==> config.mk <==
export PLATFORM = sky130hd
export DESIGN_NAME = reg_xfer_seq
export DESIGN_NICKNAME = d
export VERILOG_FILES = /design/src/rtl/reg_xfer_seq.sv
export SDC_FILE = /design/constraint.sdc
export NUM_CORES = 1
export LEC_CHECK = 0
export ABC_AREA = 1
export CORE_AREA = 2 2 92 94
export DETAILED_ROUTE_END_ITERATION = 6
export DIE_AREA = 0 0 94 96
export GPL_ROUTABILITY_DRIVEN = 0
export GPL_TIMING_DRIVEN = 0
export PLACE_DENSITY = 0.85
export SLEW_MARGIN = 20
export SYNTH_ARGS = -nofsm -noshare
export SYNTH_HDL_FRONTEND = slang
export SYNTH_SLANG_ARGS = --single-unit
==> constraint.sdc <==
create_clock -name clk -period 2.9 [get_ports clk]
set_input_delay 0.29 -clock clk [delete_from_list [all_inputs] [get_ports clk]]
set_output_delay 0.29 -clock clk [all_outputs]
set_load 0.005 [all_outputs]
==> src/rtl/reg_xfer_seq.sv <==
// Register-pair sequencer: EX DE,HL and the LDI/LDD pointer/counter/flag update.
// It drives the register-file select, write and flag ports while busy.
package reg_xfer_pkg;
    localparam int REG_SEL_W = 4;
    typedef logic [REG_SEL_W-1:0] reg_select;

    localparam reg_select REG_B  = 4'd0;
    localparam reg_select REG_C  = 4'd1;
    localparam reg_select REG_D  = 4'd2;
    localparam reg_select REG_E  = 4'd3;
    localparam reg_select REG_H  = 4'd4;
    localparam reg_select REG_L  = 4'd5;
    localparam reg_select REG_A  = 4'd6;
    localparam reg_select REG_F  = 4'd7;
    localparam reg_select REG_BC = 4'd8;
    localparam reg_select REG_DE = 4'd9;
    localparam reg_select REG_HL = 4'd10;
    localparam reg_select REG_SP = 4'd11;

    localparam logic [1:0] OP_EX  = 2'd0;
    localparam logic [1:0] OP_LDI = 2'd1;
    localparam logic [1:0] OP_LDD = 2'd2;
    localparam logic [1:0] OP_NOP = 2'd3;
endpackage

module reg_xfer_seq
    import reg_xfer_pkg::*;
(
    input  logic                 clk,
    input  logic                 reset,
    input  logic                 start,
    input  logic [1:0]           op,
    output logic                 busy,
    output logic                 done,
    output logic                 bc_zero,
    output logic [REG_SEL_W-1:0] rf_src1,
    output logic [REG_SEL_W-1:0] rf_src2,
    input  logic [15:0]          rf_out1,
    input  logic [15:0]          rf_out2,
    output logic [REG_SEL_W-1:0] rf_dest,
    output logic [15:0]          rf_in,
    output logic                 rf_write_en,
    output logic [7:0]           rf_f_in,
    output logic                 rf_f_wr,
    input  logic [7:0]           rf_reg_f
);

    typedef enum logic [2:0] {
        S_IDLE  = 3'd0,
        S_RD    = 3'd1,
        S_RD_BC = 3'd2,
        S_WR_A  = 3'd3,
        S_WR_B  = 3'd4,
        S_WR_C  = 3'd5,
        S_DONE  = 3'd6
    } state_t;

    state_t      state_r;
    state_t      state_nxt_s;
    logic [1:0]  op_r;
    logic [15:0] de_r;
    logic [15:0] hl_r;
    logic [15:0] bc_r;
    logic        bc_zero_r;
    logic [15:0] bc_dec_s;
    logic        pv_s;

    // Pointer step for block transfers: LDD walks down, LDI walks up.
    function automatic logic [15:0] ptr_step(input logic [15:0] v, input logic [1:0] o);
        logic [15:0] r;
        if (o == OP_LDD) begin
            r = v - 16'd1;
        end else begin
            r = v + 16'd1;
        end
        return r;
    endfunction

    // Flag image after a block transfer: H and N cleared, P/V = counter non-zero.
    function automatic logic [7:0] xfer_flags(input logic [7:0] f, input logic pv);
        return {f[7:6], f[5], 1'b0, f[3], pv, 1'b0, f[0]};
    endfunction

    assign bc_dec_s = bc_r - 16'd1;
    assign pv_s     = (bc_dec_s != 16'd0);

    // State register, operand latches and the sticky bc_zero status.
    always_ff @(posedge clk) begin
        if (reset) begin
            state_r   <= S_IDLE;
            op_r      <= 2'd0;
            de_r      <= 16'd0;
            hl_r      <= 16'd0;
            bc_r      <= 16'd0;
            bc_zero_r <= 1'b0;
        end else begin
            state_r <= state_nxt_s;
            if (state_r == S_IDLE && start) begin
                op_r <= op;
            end
            if (state_r == S_RD) begin
                de_r <= rf_out1;
                hl_r <= rf_out2;
            end
            if (state_r == S_RD_BC) begin
                bc_r <= rf_out1;
            end
            if (state_r == S_WR_C) begin
                bc_zero_r <= ~pv_s;
            end
        end
    end

    // Next-state and Moore decode of all register-file controls.
    always_comb begin
        state_nxt_s = state_r;
        busy        = 1'b1;
        done        = 1'b0;
        rf_src1     = 4'd0;
        rf_src2     = 4'd0;
        rf_dest     = 4'd0;
        rf_in       = 16'd0;
        rf_write_en = 1'b0;
        rf_f_in     = 8'd0;
        rf_f_wr     = 1'b0;
        case (state_r)
            S_IDLE: begin
                busy = 1'b0;
                if (start) begin
                    state_nxt_s = S_RD;
                end else begin
                    state_nxt_s = S_IDLE;
                end
            end
            S_RD: begin
                rf_src1 = REG_DE;
                rf_src2 = REG_HL;
                case (op_r)
                    OP_EX:   state_nxt_s = S_WR_A;
                    OP_LDI:  state_nxt_s = S_RD_BC;
                    OP_LDD:  state_nxt_s = S_RD_BC;
                    default: state_nxt_s = S_DONE;
                endcase
            end
            S_RD_BC: begin
                rf_src1     = REG_BC;
                state_nxt_s = S_WR_A;
            end
            S_WR_A: begin
                rf_write_en = 1'b1;
                if (op_r == OP_EX) begin
                    rf_dest = REG_DE;
                    rf_in   = hl_r;
                end else begin
                    rf_dest = REG_HL;
                    rf_in   = ptr_step(hl_r, op_r);
                end
                state_nxt_s = S_WR_B;
            end
            S_WR_B: begin
                rf_write_en = 1'b1;
                if (op_r == OP_EX) begin
                    rf_dest     = REG_HL;
                    rf_in       = de_r;
                    state_nxt_s = S_DONE;
                end else begin
                    rf_dest     = REG_DE;
                    rf_in       = ptr_step(de_r, op_r);
                    state_nxt_s = S_WR_C;
                end
            end
            S_WR_C: begin
                rf_write_en = 1'b1;
                rf_dest     = REG_BC;
                rf_in       = bc_dec_s;
                rf_f_wr     = 1'b1;
                rf_f_in     = xfer_flags(rf_reg_f, pv_s);
                state_nxt_s = S_DONE;
            end
            S_DONE: begin
                done        = 1'b1;
                state_nxt_s = S_IDLE;
            end
            default: begin
                busy        = 1'b0;
                state_nxt_s = S_IDLE;
            end
        endcase
    end

    assign bc_zero = bc_zero_r;

endmodule

==> impl_metrics.yaml, run 1 <==
routing:
  routed_wirelength_um: 16500
  first_pass_iters: 7
  drtAntennaViolNets: 0
  wire_per_inst_um: 17.1
  drc: 79
  first_iter_violations: 923
  dr_total_vias: 5822
  routed_via_density: 6.01
yosys:
  yosys.area.top_type_share_pct: 24.3
  yosys-top-cells-area: "dfxtp_1 24%, nand2_1 17%, nor2_1 8.9%"
  syn_area_um2: 4450
  avgSynthCellArea_um2: 5.92
  synth_cells: 751
  yosys.area.top_type: "dfxtp_1"
  synth_cell_types: 39
  yosysWarnings: 0
  yosys_register_bits: 54
  yosysSeqAreaShare_pct: 24.3
job:
  drv_cap: 0
global_route:
  grt_pass1_vias: 5460
  grt_max_degree: 18
  overflow: 0
  grt_usage_pct: 35.5
  grt_pass1_wl_um: 25300
  antenna_found_initial: 0
layout:
  mostFrequentLayoutCell: "nand2_1"
  final_cell_mix: "179 x nand2_1, 97 x inv_1, 94 x nor2_1"
  area_growth_pct: 32.3
  n_fill_cell: 663
  utilization_pct: 73.1
  drive_gt1_share_pct: 14.0
  fin_nets: 912
  antennaDiodeCount: 0
  layout.area.seq_um2: 1090
  multiInputGateArea_um2: 2980
critical_path:
  r2r-start: "state_r[0]"
  critPathMostFrequentCell: "nand3_1"
  cp-startpoint: "op_r[0]"
  arrival_ns: 2.67
  timing.rr.end: "de_r[15]"
  max_stage_delay_ns: 0.49
  r2r_setup_slack_ns: 0.92
  path_delay_family: "simple AND/OR/NAND/NOR gates"
  cp.required_ns: 2.61
  critical_path_class: "reg -> out"
  worst_setup_path_end_kind: "primary output"
  cp_max_fo: 4
  worst_r2r_path_depth: 6
  crit_chain: "buf_4 > nor2_4 > buf_4 > nand2_1 > nand2_1 > o21ai_2 > nand2_2 > o21bai_4 > nand2_2 > nand3_1 > nand3_1 > nand3_1 > clkdlybuf4s50_1"
  path_buf_inv: 3
  start_kind: "flop"
  crit_slowest_cell: "clkdlybuf4s50_1"
clock_tree:
  clkLatencyLatePin_ns: 0.32
  cts_sinks: 54
  cts-root-buf: "clkbuf_8"
  h-tree-depth: 2
  cts_tree: "yes"
  cts_buffers: 5
  cts_hold_buf: 0
  cts_buffer_depth: 2
  clk_pin_slew_ns: 0.11
min_path:
  hp-start: "reset"
  hold_path_class: "in -> reg"
  min_delay_path_depth: 2
  hold_path_end: "bc_r[0]"
placed_design:
  dp_hpwl_um: 11900
  io_buffers: 74
floorplanning:
  die_y_um: 96
  die-width_um: 94
  pin_count: 86
  die_area_um2: 9020
  start_util_pct: 55.2
  rows: 33
  coreArea_um2: 8050
power_and_ir_drop:
  switching_share_pct: 53.3
  power_frac_seq_pct: 23.2
  p_int_mw: 2.44
  power_frac_comb_pct: 67.5
  clkPwrFrac_pct: 9.4
  p_sw_mw: 2.78
  leakage_nw: 2.74
  cellPowerDensity_nw_per_um2: 888
  peakVddDrop_v: 0.000643
status:
  outcome: "finished, violations left"
  violations: "design-rule violations, negative setup slack"
sta:
  relSlewSlack_pct: 56.4
  tightest_slew_ns: 0.654
  tns_ns: -0.0766
  rsz0062_at_grt: "true"
  setup_viol: 2
  setup_slack_ns: -0.0567
  min_period_over_period_pct: 102
  finClkSkew_ns: 0.0101
  max_freq_mhz: 338
  period_minus_slack_ns: 2.96
  drv_slew: 0
  final-hold-violation-count: 0
-- per-layer routing --
metal / track usage (%) / vias to the layer above / wire (um)
met5: 0 / - / 0
met4: 20.3 / 0 / 1170
met3: 7.05 / 138 / 2140
met2: 59.8 / 466 / 7300
met1: 42.2 / 2524 / 5920
li1: - / 2694 / -
-- cells by family after synthesis --
logic type	synth area share (%)
compound gates	21.8
xor+xnor	3.15
fa+ha+maj	1.13
buf+inv	13.7
flops	24.3
other cells	0.0843
simple gates	35.9
-- how the worst max path moves through the flow --
stage / endpoint / cells past startpoint
finish: rf_in[13] / 13
CTS: rf_in[8] / 14
floorplan: rf_in[10] / 18
global route: rf_in[13] / 13
global placement: rf_in[2] / 8
detailed placement: rf_in[10] / 18
-- cells in the mapped netlist, drive strengths merged --
library cell and count:
conb 1, a41oi 14, inv 106, a21oi 36, and3 1, a221oi 2, a21o 2, o221ai 5
a31oi 2, nor2 110, clkbuf 12, ha 4, a211oi 42, dfxtp 54, o22ai 10, nor3 4
nand3b 4, a22oi 1, nand3 63, nor4 2, xor2 14, nand4 4, xnor2 2, nand2 200
o211ai 3, o21bai 4, o21ai 22, o41ai 1, buf 25, o311ai 1
-- through the flow --
step	std cells	power [mW]	area [um2]	setup slack, ns	hold slack, ns
CTS	955	4.87	5670	0.00281	0.434
finish	969	5.22	5880	-0.0567	0.443
global placement	936	4.11	5340	-0.128	0.467
floorplan	757	3.27	4470	0.765	0.435
detailed placement	936	4.20	5340	-0.130	0.482
global route	969	5.56	5880	-0.170	0.469
-- sequential cells by signal, indices dropped and copies added, names as in the netlist --
register and count:
bc_zero 1, op_r 2, bc_r 16, hl_r 16, state_r 3, de_r 16
-- final cells by class --
class / count / area share (%)
clock buffer: 6 / 1.40
clock inverter: 2 / 0.298
timing repair buffer: 99 / 15.8
sequential: 54 / 18.5
buffer: 37 / 4.34
tap: 105 / 2.23
multi-input combinational: 560 / 50.6
inverter: 106 / 6.81
-- timing repair --
action | CTS | global route
pin swaps | 6 | 17
cloned | 0 | 0
resized for setup | 51 | 42
endpoints found under the setup margin | 18 | 14
setup buffers | 11 | 14
-- power by group through the flow --
stage / clock (mW) / combinational [mW] / sequential (mW)
after floorplan: 0 / 2.12 / 1.15
after global routing: 0.513 / 3.81 / 1.23
final: 0.491 / 3.52 / 1.21
after CTS: 0.478 / 3.19 / 1.19
after detailed placement: 0 / 3.00 / 1.20
after global placement: 0 / 2.91 / 1.19
Power figures use the tool's default switching activity.
==> inputs of run 2 (changes only) <==
--- a/config.mk
+++ b/config.mk
@@ -12,7 +12,9 @@
 export GPL_ROUTABILITY_DRIVEN = 0
 export GPL_TIMING_DRIVEN = 0
 export PLACE_DENSITY = 0.85
+export SETUP_SLACK_MARGIN = 0.1
 export SLEW_MARGIN = 20
 export SYNTH_ARGS = -nofsm -noshare
 export SYNTH_HDL_FRONTEND = slang
 export SYNTH_SLANG_ARGS = --single-unit
+export TNS_END_PERCENT = 10
==> impl_metrics.yaml, run 2 (synthesis results as in run 1) <==
sta:
  relSlewSlack_pct: 55.3
  setup_slack_ns: -0.0968
  rsz0062_at_grt: "true"
  max_freq_mhz: 334
  period_minus_slack_ns: 3.00
  final-hold-violation-count: 0
  holdWs_ns: 0.430
  tightest_slew_ns: 0.671
  finClkSkew_ns: 0.00811
  tns_ns: -0.452
  setup_viol: 6
  drv_slew: 0
  min_period_over_period_pct: 103
power_and_ir_drop:
  power_frac_comb_pct: 67.0
  peakVddDrop_v: 0.000654
  p_sw_mw: 2.75
  leakage_nw: 2.59
  clkPwrFrac_pct: 9.5
  power_frac_seq_pct: 23.5
  switching_share_pct: 53.5
  p_int_mw: 2.39
  cellPowerDensity_nw_per_um2: 892
floorplanning:
  die_area_um2: 9020
  die-width_um: 94
  start_util_pct: 55.2
  rows: 33
  die_y_um: 96
  coreArea_um2: 8050
  pin_count: 86
clock_tree:
  cts_tree: "yes"
  h-tree-depth: 2
  cts_buffers: 5
  cts_sinks: 54
  cts-root-buf: "clkbuf_8"
  clkLatencyLatePin_ns: 0.32
  clk_pin_slew_ns: 0.11
  cts_buffer_depth: 2
job:
  drv_cap: 0
layout:
  fin_nets: 899
  top_regs: "bc_r: 16 flops, de_r: 16 flops, hl_r: 16 flops"
  mostFrequentLayoutCell: "nand2_1"
  drive_gt1_share_pct: 12.2
  final_area_um2: 5770
  final_cell_mix: "179 x nand2_1, 98 x inv_1, 96 x nor2_1"
  antennaDiodeCount: 0
  area_growth_pct: 29.6
routing:
  wire_per_inst_um: 17.0
  drtAntennaViolNets: 0
  dr_total_vias: 5816
  first_pass_iters: 7
  first_iter_violations: 920
  routed_via_density: 6.08
  routed_wirelength_um: 16200
  drc: 1
placed_design:
  io_buffers: 74
  dp_hpwl_um: 11900
  placed_cell_area_um2: 5340
  dp_slack_ns: -0.130
status:
  outcome: "finished, violations left"
  violations: "design-rule violations, negative setup slack"
critical_path:
  arrival_ns: 2.71
  start_kind: "flop"
  cp_max_fo: 10
  critical_path_class: "reg -> out"
  cp.required_ns: 2.61
  worst_setup_path_end_kind: "primary output"
global_route:
  overflow: 0
  grt_pass1_wl_um: 25000
  grt_usage_pct: 35.1
  grt_max_degree: 18
  grt_pass1_vias: 5387
  antenna_found_initial: 0
min_path:
  hold_path_class: "in -> reg"
-- run 2: cell types whose count changed in the layout (fill, tap and decap cells not counted), moves of 2 or more --
| cell | before | now |
|---|---|---|
| buf_8 | 3 | 6 |
| buf_4 | 35 | 22 |
| buf_6 | 4 | 1 |
| nand2_4 | 4 | 1 |
| nand3_1 | 60 | 62 |
| clkdlybuf4s50_1 | 64 | 67 |
| nor2_2 | 8 | 6 |
| dlymetal6s2s_1 | 4 | 1 |
| nand3_2 | 3 | 1 |
| nor2_1 | 94 | 96 |
| dlygate4sd2_1 | 4 | 1 |
| nand2_2 | 17 | 20 |
-- run 2: power by group through the flow --
stage	registers, mW	logic (mW)	clock network, mW
floorplan	1.15	2.12	0
global placement	1.19	2.91	0
detailed placement	1.20	3.00	0
CTS	1.19	3.15	0.478
global route	1.23	3.74	0.513
finish	1.21	3.45	0.491
-- run 2: timing repair --
action	in CTS	in global routing
setup endpoints to repair	19	20
gates resized for setup	47	45
pin swaps	4	13
hold buffers	0	0
setup buffers	8	4
cloned	0	0
-- run 2: layout make-up --
cell class	count	area, um2
plain buffers	37	269
clock buffers	6	82.6
clock inverters	2	17.5
fillers	707	2280
inverters	106	400
multi-input cells	560	2950
flip-flops and latches	54	1090
well taps	105	131
repair buffers	86	823
-- run 2: per-stage QoR --
step / utilization [%] / cells / total power [mW]
finish: 71.6 / 956 / 5.15
global route: 71.6 / 956 / 5.48
CTS: 69.6 / 952 / 4.82
detailed placement: 66.4 / 936 / 4.20
global placement: 66.4 / 936 / 4.11
floorplan: - / 757 / 3.27
-- run 2: layer usage --
metal | up-vias | global-route usage (%) | part of all wire [%]
li1 | 2663 | - | -
met1 | 2582 | 42.2 | 36
met2 | 454 | 60.0 | 45
met3 | 117 | 6.03 | 13
met4 | 0 | 19.0 | 5.8
met5 | - | 0 | 0
-- run 2: path summary, 6_finish.rpt --
kind | slack [ns] | start | cells past startpoint | to
min | 0.43 | reset | 2 | bc_r[0]
max reg2reg | 0.98 | state_r[0] | 6 | de_r[15]
min reg2reg | 0.50 | bc_r[15] | 2 | bc_r[15]
max | -0.1 | op_r[1] | 10 | rf_in[4]
-- run 2: critical path: stages, from the launching register on --
cell and delay, ns:
dfxtp_4 0.38, buf_8 0.14, nor2_4 0.20, inv_1 0.14, nor2_2 0.25, inv_1 0.16
buf_2 0.22, o22ai_1 0.16, a21oi_1 0.06, o221ai_1 0.11, clkdlybuf4s50_1 0.55
==> inputs of run 3 (changes only) <==
--- a/config.mk
+++ b/config.mk
@@ -6,12 +6,13 @@
 export NUM_CORES = 1
 export LEC_CHECK = 0
 export ABC_AREA = 1
-export CORE_AREA = 2 2 92 94
+export CORE_AREA = 2 2 90 92
 export DETAILED_ROUTE_END_ITERATION = 6
-export DIE_AREA = 0 0 94 96
+export DIE_AREA = 0 0 92 94
+export DONT_BUFFER_PORTS = 1
 export GPL_ROUTABILITY_DRIVEN = 0
 export GPL_TIMING_DRIVEN = 0
-export PLACE_DENSITY = 0.85
+export PLACE_DENSITY = 0.74
 export SETUP_SLACK_MARGIN = 0.1
 export SLEW_MARGIN = 20
 export SYNTH_ARGS = -nofsm -noshare
==> impl_metrics.yaml, run 3 (synthesis results as in run 1) <==
critical_path:
  crit_chain: "inv_1 > nor2_1 > nand2_1 > nor2_2 > inv_1 > o311ai_0"
  max_stage_delay_ns: 0.62
  cp_max_fo: 10
  crit_slowest_cell: "o311ai_0"
  critical_path_class: "reg -> out"
  worst_setup_path_end_kind: "primary output"
  critPathMostFrequentCell: "inv_1"
  path_delay_family: "simple AND/OR/NAND/NOR gates"
  arrival_ns: 2.46
  path_buf_inv: 2
  cp.required_ns: 2.61
  start_kind: "flop"
sta:
  max_freq_mhz: 364
  finClkSkew_ns: 0.00679
  rsz0062_at_grt: "true"
  final-hold-violation-count: 0
  holdWs_ns: 0.0971
  relSlewSlack_pct: 53.9
  period_minus_slack_ns: 2.75
  tightest_slew_ns: 0.692
  setup_viol: 0
  drv_slew: 0
  tns_ns: 0
  min_period_over_period_pct: 94.7
clock_tree:
  h-tree-depth: 2
  cts_sinks: 54
  clk_pin_slew_ns: 0.10
  cts_buffer_depth: 2
  clkLatencyLatePin_ns: 0.32
  cts_hold_buf: 0
  cts-root-buf: "clkbuf_8"
  cts_tree: "yes"
  cts_buffers: 5
min_path:
  hold_path_class: "in -> reg"
global_route:
  grt_pass1_wl_um: 23300
  grt_usage_pct: 34.2
  grt_max_degree: 17
  antenna_found_initial: 0
  grt_pass1_vias: 4724
  overflow: 0
power_and_ir_drop:
  finalPower_mw: 4.71
  leakage_nw: 2.23
  cellPowerDensity_nw_per_um2: 981
  peakVddDrop_v: 0.000645
layout:
  area_growth_pct: 7.90
  drive_gt1_share_pct: 7.41
  n_fill_cell: 777
  multiInputGateArea_um2: 2810
  antennaDiodeCount: 0
  mostFrequentLayoutCell: "nand2_1"
  final_cell_mix: "193 x nand2_1, 104 x nor2_1, 101 x inv_1"
  layout.area.seq_um2: 1090
  top_regs: "bc_r: 16 flops, de_r: 16 flops, hl_r: 16 flops"
  fin_nets: 817
  utilization_pct: 63.1
status:
  outcome: "finished clean"
routing:
  routed_wirelength_um: 15100
  first_iter_violations: 665
  first_pass_iters: 6
  routed_via_density: 6.01
  drtAntennaViolNets: 0
  wire_per_inst_um: 17.3
  dr_total_vias: 5237
  drc: 0
floorplanning:
  die-width_um: 92
  rows: 32
  die_area_um2: 8650
  coreArea_um2: 7610
  pin_count: 86
  start_util_pct: 58.5
  die_y_um: 94
placed_design:
  dp_hpwl_um: 11800
  io_buffers: 0
job:
  drv_cap: 0
==> run 3: cell count changes in the layout (fill, tap and decap cells not counted), moves of 7 or more <==
cell             delta
nor2_4              -7
nand2_2            -13
buf_4               -7
clkdlybuf4s50_1    -67
nor2_1              +8
nand2_1            +14
==> run 3: path summary, 6_finish.rpt <==
path / startpoint / end / slack (ns) / depth (start not counted)
hold / removal: rf_out1[4] / bc_r[4] / 0.1 / 2
hold reg to reg: bc_r[15] / bc_r[15] / 0.50 / 2
setup reg to reg: bc_r[0] / bc_zero / 0.76 / 11
setup / recovery: state_r[2] / rf_in[2] / 0.15 / 6
==> run 3: cell type report <==
type | count | share of cell area [%]
multi-input cells | 560 | 58.5
flip-flops and latches | 54 | 22.6
inverters | 106 | 8.34
plain buffers | 37 | 4.93
well taps | 102 | 2.66
clock buffers | 6 | 1.51
clock inverters | 2 | 0.782
repair buffers | 4 | 0.626
==> run 3: timing repair <==
| item | 4_1_cts | 5_1_grt |
|---|---|---|
| pin swaps | 0 | 4 |
| resized for setup | 5 | 16 |
| buffers inserted | 0 | 4 |
| endpoints found under the hold margin | 0 | 0 |
| setup endpoints to repair | 5 | 12 |
==> run 3: metal layers <==
layer	track usage (%)	part of all wire, %	vias to the layer above
li1	-	-	2501
met1	43.5	39	2351
met2	56.9	45	330
met3	7.30	12	55
met4	13.2	4.0	0
met5	0	0	-
==> run 3: report_power, final <==
part	internal [mW]	total (mW)	leakage [nW]	switching [mW]
logic	0.902	2.97	1.73	2.07
registers	0.991	1.20	0.444	0.213
clock network	0.258	0.534	0.0514	0.275
total	2.15	4.71	2.23	2.56
==> run 3: worst register-to-register path: cells and delay by family (launching register included) <==
family	cells	cell delay (ns)
AO/OA/AOI/OAI	1	0.24
XOR/XNOR	1	0.28
adder cells (fa/ha/maj)	1	0.24
buffers and inverters	1	0.14
flip-flops	1	0.33
AND/OR/NAND/NOR	7	0.82
==> run 3: metrics by stage <==
stage                     cell area, um2  setup slack (ns)  std cells
final                               4800             0.154        871
after global routing                4800            0.0513        871
after CTS                           4720            0.0923        867
after detailed placement            4600             0.306        859
after global placement              4600             0.386        859
after floorplan                     4470             0.765        757
